--- config.mk ---
export PLATFORM = sky130hd
export DESIGN_NAME = rc4_key_search_ctrl
export DESIGN_NICKNAME = d
export VERILOG_FILES = /design/src/rtl/rc4_key_search_ctrl.sv
export SDC_FILE = /design/constraint.sdc
export NUM_CORES = 1
export LEC_CHECK = 0
export CAP_MARGIN = 20
export CELL_PAD_IN_SITES_DETAIL_PLACEMENT = 2
export CELL_PAD_IN_SITES_GLOBAL_PLACEMENT = 2
export CORE_ASPECT_RATIO = 0.6
export CORE_UTILIZATION = 28
export CTS_CLUSTER_SIZE = 20
export DETAILED_ROUTE_END_ITERATION = 10
export GPL_TIMING_DRIVEN = 1
export PLACE_DENSITY_LB_ADDON = 0.1
export SETUP_SLACK_MARGIN = 0.02
export SLEW_MARGIN = 20
export SYNTH_ARGS = -nofsm -noshare
export SYNTH_HDL_FRONTEND = slang
export SYNTH_SLANG_ARGS = --single-unit
--- constraint.sdc ---
create_clock -name clk -period 2.35 [get_ports clk]
set_input_delay 0.47 -clock clk [delete_from_list [all_inputs] [get_ports clk]]
set_output_delay 0.47 -clock clk [all_outputs]
set_load 0.005 [all_outputs]
--- src/rtl/rc4_key_search_ctrl.sv ---
// Brute-force RC4 key-search scheduler.
// Steps through candidate keys. For each key it resets and starts the decrypt
// core, then scans the decrypted message for printable text. The search stops
// at the first key whose whole message is lowercase letters or spaces, or
// reports failure once KEY_END has been tried.
module rc4_key_search_ctrl #(
    parameter int              KEY_W     = 24,
    parameter logic [KEY_W-1:0] KEY_START = 24'h000000,
    parameter logic [KEY_W-1:0] KEY_END   = 24'h3FFFFF,
    parameter int              MSG_LEN   = 32,
    parameter int              ADDR_W    = 5
) (
    input  logic              clk,
    input  logic              reset,
    input  logic              start,
    output logic [KEY_W-1:0]  key,
    output logic              core_reset,
    output logic              core_start,
    input  logic              core_complete,
    output logic [ADDR_W-1:0] msg_addr,
    input  logic [7:0]        msg_q,
    output logic              busy,
    output logic              found,
    output logic              exhausted
);

    typedef enum logic [3:0] {
        IDLE, LOAD, RUN, RD_ADDR, RD_WAIT, TEST, NEXT, FOUND, FAIL
    } state_t;

    localparam logic [ADDR_W-1:0] LAST_IDX = ADDR_W'(MSG_LEN - 1);

    state_t            state, state_nxt;
    logic [KEY_W-1:0]  key_nxt;
    logic [ADDR_W-1:0] index, index_nxt;
    logic              byte_ok;

    // A byte passes if it is a lowercase letter or a space.
    assign byte_ok = ((msg_q >= 8'h61) && (msg_q <= 8'h7A)) || (msg_q == 8'h20);

    // State, current key and byte index registers.
    always_ff @(posedge clk) begin
        if (reset) begin
            state <= IDLE;
            key   <= KEY_START;
            index <= '0;
        end else begin
            state <= state_nxt;
            key   <= key_nxt;
            index <= index_nxt;
        end
    end

    // Next-state logic: key advances only in NEXT, so the core sees a stable key.
    always_comb begin
        state_nxt = state;
        key_nxt   = key;
        index_nxt = index;
        case (state)
            IDLE: begin
                if (start) begin
                    key_nxt   = KEY_START;
                    state_nxt = LOAD;
                end
            end
            LOAD:    state_nxt = RUN;
            RUN: begin
                if (core_complete) begin
                    index_nxt = '0;
                    state_nxt = RD_ADDR;
                end
            end
            RD_ADDR: state_nxt = RD_WAIT;
            RD_WAIT: state_nxt = TEST;
            TEST: begin
                if (!byte_ok) begin
                    state_nxt = NEXT;
                end else if (index == LAST_IDX) begin
                    state_nxt = FOUND;
                end else begin
                    index_nxt = index + ADDR_W'(1);
                    state_nxt = RD_ADDR;
                end
            end
            NEXT: begin
                // Stop at KEY_END rather than wrapping the key.
                if (key == KEY_END) begin
                    state_nxt = FAIL;
                end else begin
                    key_nxt   = key + KEY_W'(1);
                    state_nxt = LOAD;
                end
            end
            FOUND, FAIL: begin
                if (start) begin
                    key_nxt   = KEY_START;
                    state_nxt = LOAD;
                end
            end
            default: state_nxt = IDLE;
        endcase
    end

    // Core controls: reset follows the controller reset combinationally, and
    // start is masked during reset so the two never overlap.
    assign core_reset = reset || (state == LOAD);
    assign core_start = (state == RUN) && !reset;

    // RAM address is only driven while a byte is being fetched or tested.
    assign msg_addr = ((state == RD_ADDR) || (state == RD_WAIT) || (state == TEST))
                      ? index : '0;

    // Status flags are plain decodes of the registered state.
    assign busy      = (state == LOAD) || (state == RUN) || (state == RD_ADDR) ||
                       (state == RD_WAIT) || (state == TEST) || (state == NEXT);
    assign found     = (state == FOUND);
    assign exhausted = (state == FAIL);

endmodule
; ---- After elaboration in Yosys (flattened, before gate mapping)
; Cells that the tools add are included.
[classes]
order_cmp = 2
n_addsub = 2
reduce_logical = 19
n_eq_ne = 16
n_mux = 14
[op_table]
columns = operator, count
row1 = 2-to-1 mux 24 bit, 2
row2 = one-hot mux 24 bit (2 select lines), 1
row3 = one-hot mux 4 bit (7 select lines), 1
row4 = "adder 24 x 1 -> 24 bit, second input constant", 1
row5 = "== test 24 x 22 -> 1 bit, second input constant", 1
row6 = 2-to-1 mux 5 bit, 4
row7 = "== test 4 x 3 -> 1 bit, second input constant", 4
row8 = 2-to-1 mux 4 bit, 3
row9 = one-hot mux 5 bit (2 select lines), 1
row10 = logical OR 1 bit, 9
row11 = "== test 4 x 2 -> 1 bit, second input constant", 2
row12 = "== test 8 x 6 -> 1 bit, second input constant", 1
row13 = ">= comparator 8 x 7 -> 1 bit, second input constant", 1
row14 = "<= comparator 8 x 7 -> 1 bit, second input constant", 1
row15 = "!= test 2 bit, second input constant", 4
row16 = 2-to-1 mux 3 bit, 2
row17 = "adder 5 x 1 -> 5 bit, second input constant", 1
row18 = "== test 5 bit, second input constant", 1
row19 = "== test 4 x 1 -> 1 bit, second input constant", 1
row20 = "== test 4 bit, second input constant", 1
row21 = zero test 4 bit, 1
row22 = AND reduction 4 bit, 1
row23 = nonzero test 2 bit, 2
row24 = AND reduction 3 bit, 1
row25 = other kinds (5), 6
[word_totals]
ff_bits = 33
output_inout_bits = 34

; ---- Logic depth before layout (Yosys ltp)
; Gate-level depths: netlist of run 1.
[logic_depth]
word_depth = 6
ltp_mapped = 8
ltp_nobuf = 6

; ---- Worst setup path before layout of run 1
; No wires, ideal clock.
[synth_path]
kind = flip-flop to flip-flop
startpoint = register key[0]
endpoint = register key[12]
arrival_ns = 2.071
path_slack_ns = 0.220
period_less_slack_ns = 2.130
path_stages_with_launch = 8
path_buffers = 1
required_ns = 2.291
cell_sequence = dfxtp_1 > ha_1 > inv_1 > or3_2 > a211o_1 > buf_2 > or4_1 > nand2_1
[synth_via]
elab_chain_cells = 3
word_cells_on_any_way = 6
classes_between = add/sub: 1 / eq/ne: 2 / mux: 2 / reduce/logical: 1
[synth_lines]
columns = item, line_no
row1 = start: declaration, 16  ; output logic [KEY_W-1:0] key,
row2 = start signal: assignment, 49  ; key <= key_nxt;
row3 = adder 24 x 1 -> 24 bit / == test 24 x 22 -> 1 bit (equally long branches), "90, 87"
row4 = 2-to-1 mux 24 bit / != test 2 bit (equally long branches), n/a
row5 = one-hot mux 24 bit (2 select lines) / AND reduction 3 bit (equally long branches), n/a
; Several ways; a longest one is shown, not always the timed one. The select of a mux whose other input is x is not followed.
; A chain may end at the register's enable or synchronous reset.

; ---- Worst setup path after layout of run 1
[layout_path]
startpoint = input port reset
endpoint = output port core_start
[layout_via]
elab_chain_cells = 2
[layout_lines]
columns = item, line_no
row1 = start: declaration, 14  ; input logic reset,
row2 = zero test 1 bit, 107  ; assign core_start = (state == RUN) && !reset;
row3 = logical AND 1 bit, 107
row4 = end: declaration, 18  ; output logic core_start,
; Every way passes these cells.

==> results of run 1 <==
[flip-flops by register name (all words and copies together) (netlist names)]
name	cells
key	24
index	5
state	4
[power by group through the flow]
stage	registers [mW]	logic, mW	clock network [mW]
finish	0.597	0.308	0.705
global route	0.599	0.338	0.742
global placement	0.605	0.290	0
detailed placement	0.605	0.301	0
CTS	0.596	0.310	0.716
floorplan	0.596	0.160	0
[cell usage after synthesis, types with 2 or more instances]
cell type  count  area, µm²
and2_1         6       37.5
buf_2          5       25.0
nand2_1       21       78.8
xnor2_1        2       17.5
a21boi_0       3       22.5
nand3_1       12       60.1
nand2b_1       3       18.8
or4b_1         2       20.0
clkbuf_1       7       26.3
mux2i_1        2       20.0
inv_1         11       41.3
or3_1         14       87.6
or2_2          5       31.3
o32ai_1        2       17.5
o211ai_1       5       37.5
nand4_1        8       50.1
dfxtp_1       33        661
o2111ai_1      2       17.5
o21ai_0       12       60.1
nor2_1         9       33.8
nor3_1         7       35.0
nand3b_1       2       15.0
ha_1           3       37.5
nand4b_1       2       17.5
a21oi_1       24        120
and3_1         3       18.8
or4_1         10       75.1
nor4_1         4       25.0
o31ai_1        9       67.6
nor2b_1        3       18.8
[worst min-delay path by stage]
| stage | start | end | cells past startpoint |
|---|---|---|---|
| 3_3_place_gp | key[13]$_SDFFE_PP0P_ | key[13]$_SDFFE_PP0P_ | 2 |
| 3_5_place_dp | key[19]$_SDFFE_PP0P_ | key[19]$_SDFFE_PP0P_ | 2 |
| 5_1_grt | key[19]$_SDFFE_PP0P_ | key[19]$_SDFFE_PP0P_ | 2 |
| 2_1_floorplan | index[4]$_SDFFE_PP0P_ | index[4]$_SDFFE_PP0P_ | 2 |
| 4_1_cts | key[19]$_SDFFE_PP0P_ | key[19]$_SDFFE_PP0P_ | 2 |
| 6_report | index[4]$_SDFFE_PP0P_ | index[4]$_SDFFE_PP0P_ | 2 |
[worst reg2reg max path, stage by stage (launching register included)]
cell and delay, ns:
dfxtp_1 0.38, nand4_2 0.19, or3_1 0.46, or3_1 0.42, or4_1 0.49, a21oi_1 0.15
[routing by layer]
metal / vias to the layer above / GRT usage / routed length, µm
li1: 1088 / - / -
met1: 1077 / 0.326 / 3990
met2: 37 / 0.342 / 3230
met3: 8 / 0.0450 / 271
met4: 0 / 0.0500 / 58
met5: - / 0 / 0
[cell type report]
type	count	share of cell area
well taps	87	0.0375
multi-input cells	191	0.416
clock inverters	1	0.00172
clock buffers	7	0.0526
repair buffers	81	0.248
flip-flops and latches	33	0.229
inverters	11	0.0142
[cell families (layout without fill, tap and decap cells)]
group                      Yosys count  after routing  synth area share
buffers and inverters               24            100            0.0512
AOI/OAI and AO/OA                   66             66             0.218
adders and majority gates            3              3            0.0192
and+or+nand+nor                    117            117             0.350
DFF                                 33             33             0.338
xor gates and xnor gates             3              3            0.0134
muxes                                2              2            0.0102
==> reports/metrics.cfg, run 1 <==
[placement]
gp_congestion=0.790
numPlacedInstances=403
place_ws_ns=-0.139
place_area_um2=2730
port_buffers=45
dpl.hpwl_um=5800

[route]
finalWirelength_um=7550
wl_per_cell_um=18.4
vias_per_cell=5.38
ant_nets=0
first_pass_iters=4
dr_total_vias=2210
drc_errors=0
drt-initial-drc-count=65

[power]
powerDensity_nw_per_um2=554
power_switching_mw=0.441
p_seq_frac=0.371
power_frac_clock=0.438
switching_share=0.274
leakagePower_nw=1.02
pwr-share-comb=0.191
intPower_mw=1.17
ir_worst_vdd_uv=310
finalPower_mw=1.61

[cts]
cts_hold_buf=0
post_cts_buffers=0
cts_sinks=33
post_cts_resized=3
cts_tree=built
clock_path_buffers=2
cts.clk_slew.worst_paths_ns=0.05
cts-root-buf=clkbuf_16
cts_htree_levels=2
cts_made_buffers=5
clk_latency_ns=0.28

[global_routing]
grt_max_degree=18
grt_pass1_vias=2327
grt-ovfl-total=0
grt_usage=0.226
grt_first_pass_wirelength_um=12400
antenna_found_initial=0

[finish]
final_common_cell=clkdlybuf4s50_1
layout_common_cells=45 x clkdlybuf4s50_1, 36 x buf_4, 29 x dfxtp_1
syn2layout_area_growth_pct=48.3
diodes=0
regArea_um2=666
final_cell_area_um2=2900
finalNetCount=338
multi_input_area_um2=1210
final_cell_count_no_fill=411
nFillCells=778
fin_util=0.433
layout-drive-gt1-share=0.191

[logic_synthesis]
synth_nets=263
avgSynthCellArea_um2=7.89
yosys_most_used_dff=dfxtp_1
synth_cell_types=47
ys_seq_area_frac=0.338
syn_area_um2=1960
synth_seq_cells=33
synthArstFlopShare=0
synth-edff-count=0
synth_cells=248
yosysWarningCount=0

[timing]
tightest_slew_ns=0.498
relSlewSlack=0.665
min_period_ns=2.22
period_share=0.947
hold_viol=0
finClkSkew_ns=0.00316
rsz0062_at_grt=true
final.setup.tns_ns=0
final_max_slew_viol_count=0
holdWs_ns=0.525
fmax_ghz=0.449
fin_ws_ns=0.125
setup_violations=0

[worst_setup_path]
cp_max_fo=4
critPathLaunchType=input port
crit_buf_inv=2
path_cells=clkdlybuf4s50_1, nor4_2, clkdlybuf4s50_1
reg2reg_slack_ns=0.19
r2r_cells=5
endpoint=core_start
crit_type=in2out
crit_start=reset
endpoint_kind=primary output
cp_num_cells=3
critical-path-top-delay-family=buffers and inverters
worstPathRequired_ns=1.88
max_stage_delay_ns=0.54
regToRegEndpoint=key[17]$_SDFFE_PP0P_
r2r-start=key[4]$_SDFFE_PP0P_
cp_common_cell=clkdlybuf4s50_1
crit_path_top_delay_cell=clkdlybuf4s50_1
arrival_ns=1.75

[die]
start_util=0.292
coreArea_um2=6710
die_height_um=66.8
die-area_um2=7340
rows=23
die_x_um=110
boundaryPins=46

[status]
status=finished clean

[min_path]
min_path_type=reg2reg

[flow_run]
maxCapViolCount=0

No activity file was read; power rests on OpenSTA's default activity.
==> run 2: changes to the inputs <==
--- a/config.mk
+++ b/config.mk
@@ -6,14 +6,13 @@
 export NUM_CORES = 1
 export LEC_CHECK = 0
 export CAP_MARGIN = 20
-export CELL_PAD_IN_SITES_DETAIL_PLACEMENT = 2
-export CELL_PAD_IN_SITES_GLOBAL_PLACEMENT = 2
 export CORE_ASPECT_RATIO = 0.6
-export CORE_UTILIZATION = 28
+export CORE_UTILIZATION = 40
 export CTS_CLUSTER_SIZE = 20
 export DETAILED_ROUTE_END_ITERATION = 10
 export GPL_TIMING_DRIVEN = 1
-export PLACE_DENSITY_LB_ADDON = 0.1
+export HOLD_SLACK_MARGIN = 0.06
+export PLACE_DENSITY = 0.66
 export SETUP_SLACK_MARGIN = 0.02
 export SLEW_MARGIN = 20
 export SYNTH_ARGS = -nofsm -noshare
==> reports/metrics.cfg, run 2 (synthesized netlist as in run 1, its figures left out) <==
[status]
status=finished clean

[placement]
port_buffers=45  ; unchanged
numPlacedInstances=367  ; -8.9%
place_area_um2=2610  ; -4.4%
place_ws_ns=-0.126  ; +0.0126 ns
gp_congestion=0.795  ; +0.58%
dpl.hpwl_um=3940  ; -32%

[die]
boundaryPins=46  ; unchanged
die_height_um=56.2  ; -16%
die_x_um=92.3  ; -16%
die-area_um2=5190  ; -29%
start_util=0.422  ; +0.130
rows=19  ; -17%
coreArea_um2=4640  ; -31%

[worst_setup_path]
cp_max_fo=11  ; +7
worstPathRequired_ns=1.88  ; about the same
endpoint_kind=primary output
arrival_ns=1.76  ; about the same
crit_type=reg2out
critPathLaunchType=flop

[global_routing]
grt_pass1_vias=1794  ; -23%
grt_usage=0.216  ; -0.0100
grt_max_degree=18  ; unchanged
grt_first_pass_wirelength_um=8790  ; -29%
antenna_found_initial=0  ; unchanged
grt-ovfl-total=0  ; unchanged

[route]
drc_errors=0  ; unchanged
vias_per_cell=5.50  ; +2.3%
drt-initial-drc-count=136  ; +110%
ant_nets=0  ; unchanged
top_layer=met4
dr_total_vias=2080  ; -5.9%
first_pass_iters=4  ; unchanged
drt-met1-wl_um=2890  ; -28%
finalWirelength_um=5370  ; -29%
wl_per_cell_um=14.2  ; -23%
met3_length_um=381  ; +41%
wl_met2_um=2050  ; -37%

[timing]
hold_viol=0  ; unchanged
final.setup.tns_ns=0  ; unchanged
period_share=0.951  ; +0.00396
tightest_slew_ns=0.429  ; -0.0689 ns
relSlewSlack=0.707  ; +0.0416
finClkSkew_ns=0.00292  ; -0.000244 ns
setup_violations=0  ; unchanged
rsz0062_at_grt=false
fin_ws_ns=0.116  ; -0.00931 ns
holdWs_ns=0.513  ; -0.0128 ns
final_max_slew_viol_count=0  ; unchanged
fmax_ghz=0.448  ; -0.42%
min_period_ns=2.23  ; +0.00931 ns

[cts]
cts_made_buffers=5  ; unchanged
cts.clk_slew.worst_paths_ns=0.07  ; +0.02 ns
cts_htree_levels=2  ; unchanged
cts_hold_buf=0  ; unchanged
cts_sinks=33  ; unchanged
cts-root-buf=clkbuf_8
cts_tree=built
clock_path_buffers=2  ; unchanged
clk_latency_ns=0.29  ; about the same

[finish]
final_common_cell=clkdlybuf4s50_1
finalNetCount=329  ; -2.7%
final_cell_area_um2=2780  ; -4.2%
largest_reg_flops=24  ; unchanged
regMostFlops=key
reg_top3=key (24), index (5), state (4)
layout-drive-gt1-share=0.165  ; -0.0263
syn2layout_area_growth_pct=42.1
final_cell_count_no_fill=378  ; -8.0%
diodes=0  ; unchanged
layout_common_cells=44 x clkdlybuf4s50_1, 29 x dfxtp_1, 26 x buf_4

[flow_run]
maxCapViolCount=0  ; unchanged

[power]
leakagePower_nw=0.966  ; -5.3%
ir_worst_vdd_uv=336  ; +8.4%
powerDensity_nw_per_um2=520  ; -6.3%

[min_path]
min_path_type=reg2reg

[run 2: worst max-delay path: stages, from the launching register on]
cell and delay (ns):
dfxtp_2 0.43, nand3_1 0.10, a21oi_1 0.17, buf_4 0.16
and2_1 0.13, clkdlybuf4s50_1 0.49
[run 2: layer usage]
metal	up-vias	track usage
li1	1069	-
met2	67	0.268
met1	940	0.350
met4	0	0.0670
met3	4	0.0519
met5	-	0
[run 2: metrics by stage]
| step | total power, mW | util |
|---|---|---|
| final | 1.44 | 0.600 |
| after global routing | 1.51 | 0.600 |
| after CTS | 1.44 | 0.588 |
| after detailed placement | 0.881 | 0.562 |
| after global placement | 0.877 | 0.562 |
| after floorplan | 0.755 | - |
[run 2: what timing repair did]
action                                  in CTS  in global routing
pin swaps                                    0                  0
gates resized for setup                      2                  6
setup buffers                                0                  3
endpoints found under the setup margin       6                  8
[run 2: final timing paths]
| check | cells after the start | from | to | slack, ns |
|---|---|---|---|---|
| hold / removal | 2 | index[1]$_SDFFE_PP0P_ | index[1]$_SDFFE_PP0P_ | 0.51 |
| hold reg to reg | 2 | index[1]$_SDFFE_PP0P_ | index[1]$_SDFFE_PP0P_ | 0.51 |
| setup / recovery | 5 | state[1]$_SDFFE_PP0P_ | msg_addr[4] | 0.12 |
| setup reg to reg | 5 | key[4]$_SDFFE_PP0P_ | key[19]$_SDFFE_PP0P_ | 0.13 |
[run 2: area by class of cell]
type	count	area (µm²)
Fill cell	426	1860
Multi-Input combinational cell	191	1210
Sequential cell	33	668
Timing Repair Buffer	72	668
Clock buffer	7	86.3
Tap cell	63	78.8
Inverter	11	41.3
Clock inverter	1	30.0
[run 2: report_power, final]
| part | internal, mW | total, mW | leakage, nW | switching, mW |
|---|---|---|---|---|
| logic | 0.147 | 0.294 | 0.639 | 0.147 |
| registers | 0.573 | 0.593 | 0.268 | 0.0202 |
| clock network | 0.346 | 0.558 | 0.0585 | 0.212 |
==> RTL change 1 (flow settings as in run 1) <==
Change the parameter `ADDR_W` from 5 to 4.
--- a/src/rtl/rc4_key_search_ctrl.sv
+++ b/src/rtl/rc4_key_search_ctrl.sv
@@ -8,7 +8,7 @@
     parameter logic [KEY_W-1:0] KEY_START = 24'h000000,
     parameter logic [KEY_W-1:0] KEY_END   = 24'h3FFFFF,
     parameter int              MSG_LEN   = 32,
-    parameter int              ADDR_W    = 5
+    parameter int              ADDR_W    = 4
 ) (
     input  logic              clk,
     input  logic              reset,
Ports: changed (resized msg_addr); port bits go from 46 to 45. The function was not compared with the original's and may differ.
==> RTL change 1 against run 1 <==
- power is 3.1% lower
- combinational power fell by 4%
- sequential power down 3%
- sequential share of layout area increased by 0.41 points
- clock power decreased by 3.4%
- worst setup slack worse by 27 ps
- cell area down 5.3%
- critical path depth increased by 1
- synthesized area up 0.90%
- sequential cell count down 1
- clock skew is 3.4 ps higher
- largest cell class unchanged
- count of clock-buffer cells in the layout is the same
- fmax decreased by 1.2%
- wire length down 13%
- highest routed layer unchanged
==> RTL change 1: results (changes against run 1) <==
status complete, no violations (unchanged); largest net degree at the start of global routing 25 (was 18); maximum vdd drop 0.273 mV (was 0.310 mV); Crit Path Max Fanout 8 (was 4); first-pass GRT wire length 10.4 mm (was 12.4 mm); TritonRoute pass-1 iters 4 (unchanged); vias in the first global route 1923 (was 2327); Placed Cells incl. Taps 362 (was 403); Arr. time, crit path 1780 ps (was 1750 ps); pwr/cell area 567 mW/mm2 (was 554 mW/mm2); synth warn 0 (unchanged); Nets 297 (was 338); Seq/Total Area, Yosys 32.4% (was 33.8%); CTS Root Cell clkbuf_16 (unchanged); Tcrit/Tclk final 95.8% (was 94.7%); vias 1991 (was 2210); GRT Resource Usage Total 18.6% (was 22.6%); CTS HTree Levels 2 (unchanged); Regs by FF count key: 24 flops, index: 4 flops, state: 4 flops (was key: 24 flops, index: 5 flops, state: 4 flops); # diodes 0 (unchanged); clk_lat worst skew 280 ps (about the same); port bufs 44 (was 45); cts bufs inserted 5 (unchanged); cells after synthesis 226 (was 248); worst reg2reg setup slack 210 ps (was 190 ps); Net Count, Synth 240 (was 263); Max clock buf depth 2 (unchanged); post-synth cell types 51 (was 47); clock network power 0.000681 W (was 0.000705 W); Final Non-Filler Cells 370 (was 411); Comb group 0.000297 W (was 0.000308 W); antenna violations before repair 0 (unchanged); hpwl dp 4.98 mm (was 5.80 mm); ranking of synthesized cells by area dfxtp_1, xnor2_1, nor2_1, a21oi_1, nand2_1 (was dfxtp_1, a21oi_1, or3_1, nand2_1, or4_1); Net Sw Frac 27.3% (was 27.4%); clock-pin slew on the worst setup and hold paths 50 ps (about the same); share of layout cells above drive strength 1 15.2% (was 19.1%); placed cell area 0.00258 mm2 (was 0.00273 mm2); final clock skew 6.52 ps (was 3.16 ps); Least-Margin Pin Slew 463 ps (was 498 ps); static leakage 0.889 nW (was 1.02 nW); Most used DFF post-synth dfxtp_1 (unchanged); Starting DRT DRC Count 65 (unchanged); Design Area, Final 0.00275 mm2 (was 0.00290 mm2); Worst Hold Class reg2reg (unchanged); GP Congestion 0.736 (was 0.790); Async S/R FF share, synth 0% (unchanged); DP Worst Slack -29.4 ps (was -139 ps); Hold Slack 527 ps (was 525 ps); Post-Route WL 6.57 mm (was 7.55 mm); # fillers 768 (was 778); top cells by count, synth dfxtp_1, nor2_1, nand2_1 (was dfxtp_1, a21oi_1, nand2_1)
[RTL change 1: cell count changes after synthesis, moves of 6 or more]
cell	run 1	this run
nor2_1	9	22
or3_1	14	1
xnor2_1	2	15
a21oi_1	24	14
o21ai_0	12	4
inv_1	11	5
[RTL change 1: final cells by class]
type / count / area share, %
multi-input combinational: 176 / 44.8
sequential: 32 / 23.4
timing repair buffer: 63 / 21.7
clock buffer: 7 / 5.55
tap: 87 / 3.96
inverter: 5 / 0.683
[RTL change 1: path summary, 6_finish.rpt]
| check | cells after the start | start | end |
|---|---|---|---|
| setup / recovery | 4 | state[2] | busy |
| hold / removal | 2 | index[1] | index[1] |
| setup reg to reg | 6 | key[0] | key[19] |
| hold reg to reg | 2 | index[1] | index[1] |
[RTL change 1: critical path, cell delays in order (launching register included)]
cell and delay (ps):
dfxtp_1 400, buf_4 200, nor3_4 60, nor3_1 270, clkdlybuf4s50_1 570
[RTL change 1: cell families (layout without fill, tap and decap cells)]
group | after synthesis | count (layout) | share of synthesized area (%)
and+or+nand+nor | 107 | 107 | 32.3
AOI/OAI and AO/OA | 50 | 50 | 20.7
DFF | 32 | 32 | 32.4
buffers and inverters | 18 | 75 | 5.70
xor gates and xnor gates | 16 | 16 | 7.10
adders and majority gates | 2 | 2 | 1.27
muxes | 1 | 1 | 0.507
[RTL change 1: timing repair]
action	CTS	global route
pin swaps	0	1
setup buffers	0	1
hold buffers	0	0
endpoints found under the setup margin	5	3
gates cloned	0	0
resized for setup	1	4
endpoints found under the hold margin	0	0
[RTL change 1: routing by layer]
metal	share of wire (%)	wire length, um	track usage (%)	vias up
met5	0	0	0	-
met4	1.4	90	5.50	0
met3	4.0	263	4.91	9
met2	38	2520	25.8	43
met1	56	3690	27.5	980
li1	-	-	-	959
==> RTL change 2 (settings of run 1) <==
Without the edit above. Put a register stage on the outputs `core_start`, `msg_addr`, `busy`, `found` and `exhausted`. The values now appear one clock later. The other outputs are not delayed to match.
--- a/src/rtl/rc4_key_search_ctrl.sv
+++ b/src/rtl/rc4_key_search_ctrl.sv
@@ -104,16 +104,16 @@
     // Core controls: reset follows the controller reset combinationally, and
     // start is masked during reset so the two never overlap.
     assign core_reset = reset || (state == LOAD);
-    assign core_start = (state == RUN) && !reset;
 
     // RAM address is only driven while a byte is being fetched or tested.
-    assign msg_addr = ((state == RD_ADDR) || (state == RD_WAIT) || (state == TEST))
-                      ? index : '0;
 
     // Status flags are plain decodes of the registered state.
-    assign busy      = (state == LOAD) || (state == RUN) || (state == RD_ADDR) ||
-                       (state == RD_WAIT) || (state == TEST) || (state == NEXT);
-    assign found     = (state == FOUND);
-    assign exhausted = (state == FAIL);
+    always_ff @(posedge clk) begin
+        core_start <= (state == RUN) && !reset;
+        msg_addr   <= ((state == RD_ADDR) || (state == RD_WAIT) || (state == TEST)) ? index : '0;
+        busy       <= (state == LOAD) || (state == RUN) || (state == RD_ADDR) || (state == RD_WAIT) || (state == TEST) || (state == NEXT);
+        found      <= (state == FOUND);
+        exhausted  <= (state == FAIL);
+    end
 
 endmodule
Function: changed (a bounded check fails within 4 cycles, from zero or initial values and one cycle with reset high).
==> RTL change 2 against run 1 <==
- synthesized area up 7.7%
- sequential cell count is 9 higher
- die area rose by 7.6%
- power grew 41%
- worst setup slack better by 62 ps
- sequential power grew 33%
- cell count up 2.2%
- wire length is 6.9% lower
- cell area up 4.7%
- clock power is 33% higher
- highest routed layer unchanged
==> RTL change 2: results (changes against run 1) <==
mux contribution to synthesized area 0.534% (was 1.02%); # fillers 820 (was 778); Syn-to-layout area delta 44.0% (was 48.3%); ranking of synthesized cells by area dfxtp_1, a21oi_1, or4_1, nand2_1, o31ai_1 (was dfxtp_1, a21oi_1, or3_1, nand2_1, or4_1); CTS resizes 0 (was 3); Hold EP msg_addr[4] (was index[4]); worst reg2reg startpoint key[0] (was key[4]); Slew headroom 68.5% (was 66.5%); CP startpoint state[3] (was reset); grt met3 use 3.93% (was 4.50%); Hold Slack 494 ps (was 525 ps); status complete, no violations (unchanged); vias per inst 5.22 (was 5.38); DP Worst Slack -82.4 ps (was -139 ps); Crit Path Max Fanout 12 (was 4); hpwl dp 5.14 mm (was 5.80 mm); first-pass GRT wire length 11.8 mm (was 12.4 mm); CP endpoint core_reset (was core_start); static leakage 1.03 nW (was 1.02 nW); top cells by count, synth dfxtp_1, a21oi_1, nand2_1 (unchanged); vias in the first global route 2227 (was 2327); GRT Resource Usage Total 19.0% (was 22.6%); Metal-1 WL 4.00 mm (was 3.99 mm); xor/xnor share of the synthesized area 1.25% (was 1.34%); Arr. time, crit path 1690 ps (was 1750 ps); wire length on met2 2.76 mm (was 3.23 mm)
[RTL change 2: changes by cell type after synthesis, moves of 3 or more]
cell	before	now
or4_1	10	14
o21ai_1	0	6
and2_1	6	2
nor2_1	9	14
dfxtp_1	33	42
o21ai_0	12	5
nor3b_1	0	5
or2_2	5	0
or3_1	14	6
a31oi_1	0	3
[RTL change 2: area by class of cell]
| type | count | area share [%] |
|---|---|---|
| well taps | 104 | 4.29 |
| repair buffers | 72 | 21.9 |
| multi-input cells | 183 | 38.2 |
| clock buffers | 6 | 4.57 |
| inverters | 11 | 1.36 |
| clock inverters | 2 | 1.98 |
| flip-flops and latches | 42 | 27.7 |
[RTL change 2: power by group]
group / total [W] / internal, W / switching [W]
logic: 0.000526 / 0.000242 / 0.000284
registers: 0.000796 / 0.000748 / 0.0000484
clock network: 0.000941 / 0.000638 / 0.000302
[RTL change 2: worst max-delay path: stages (launching register included)]
cell and delay, ps:
dfxtp_1 480, buf_4 260, nor2_1 60, a21o_1 170, clkdlybuf4s50_1 440
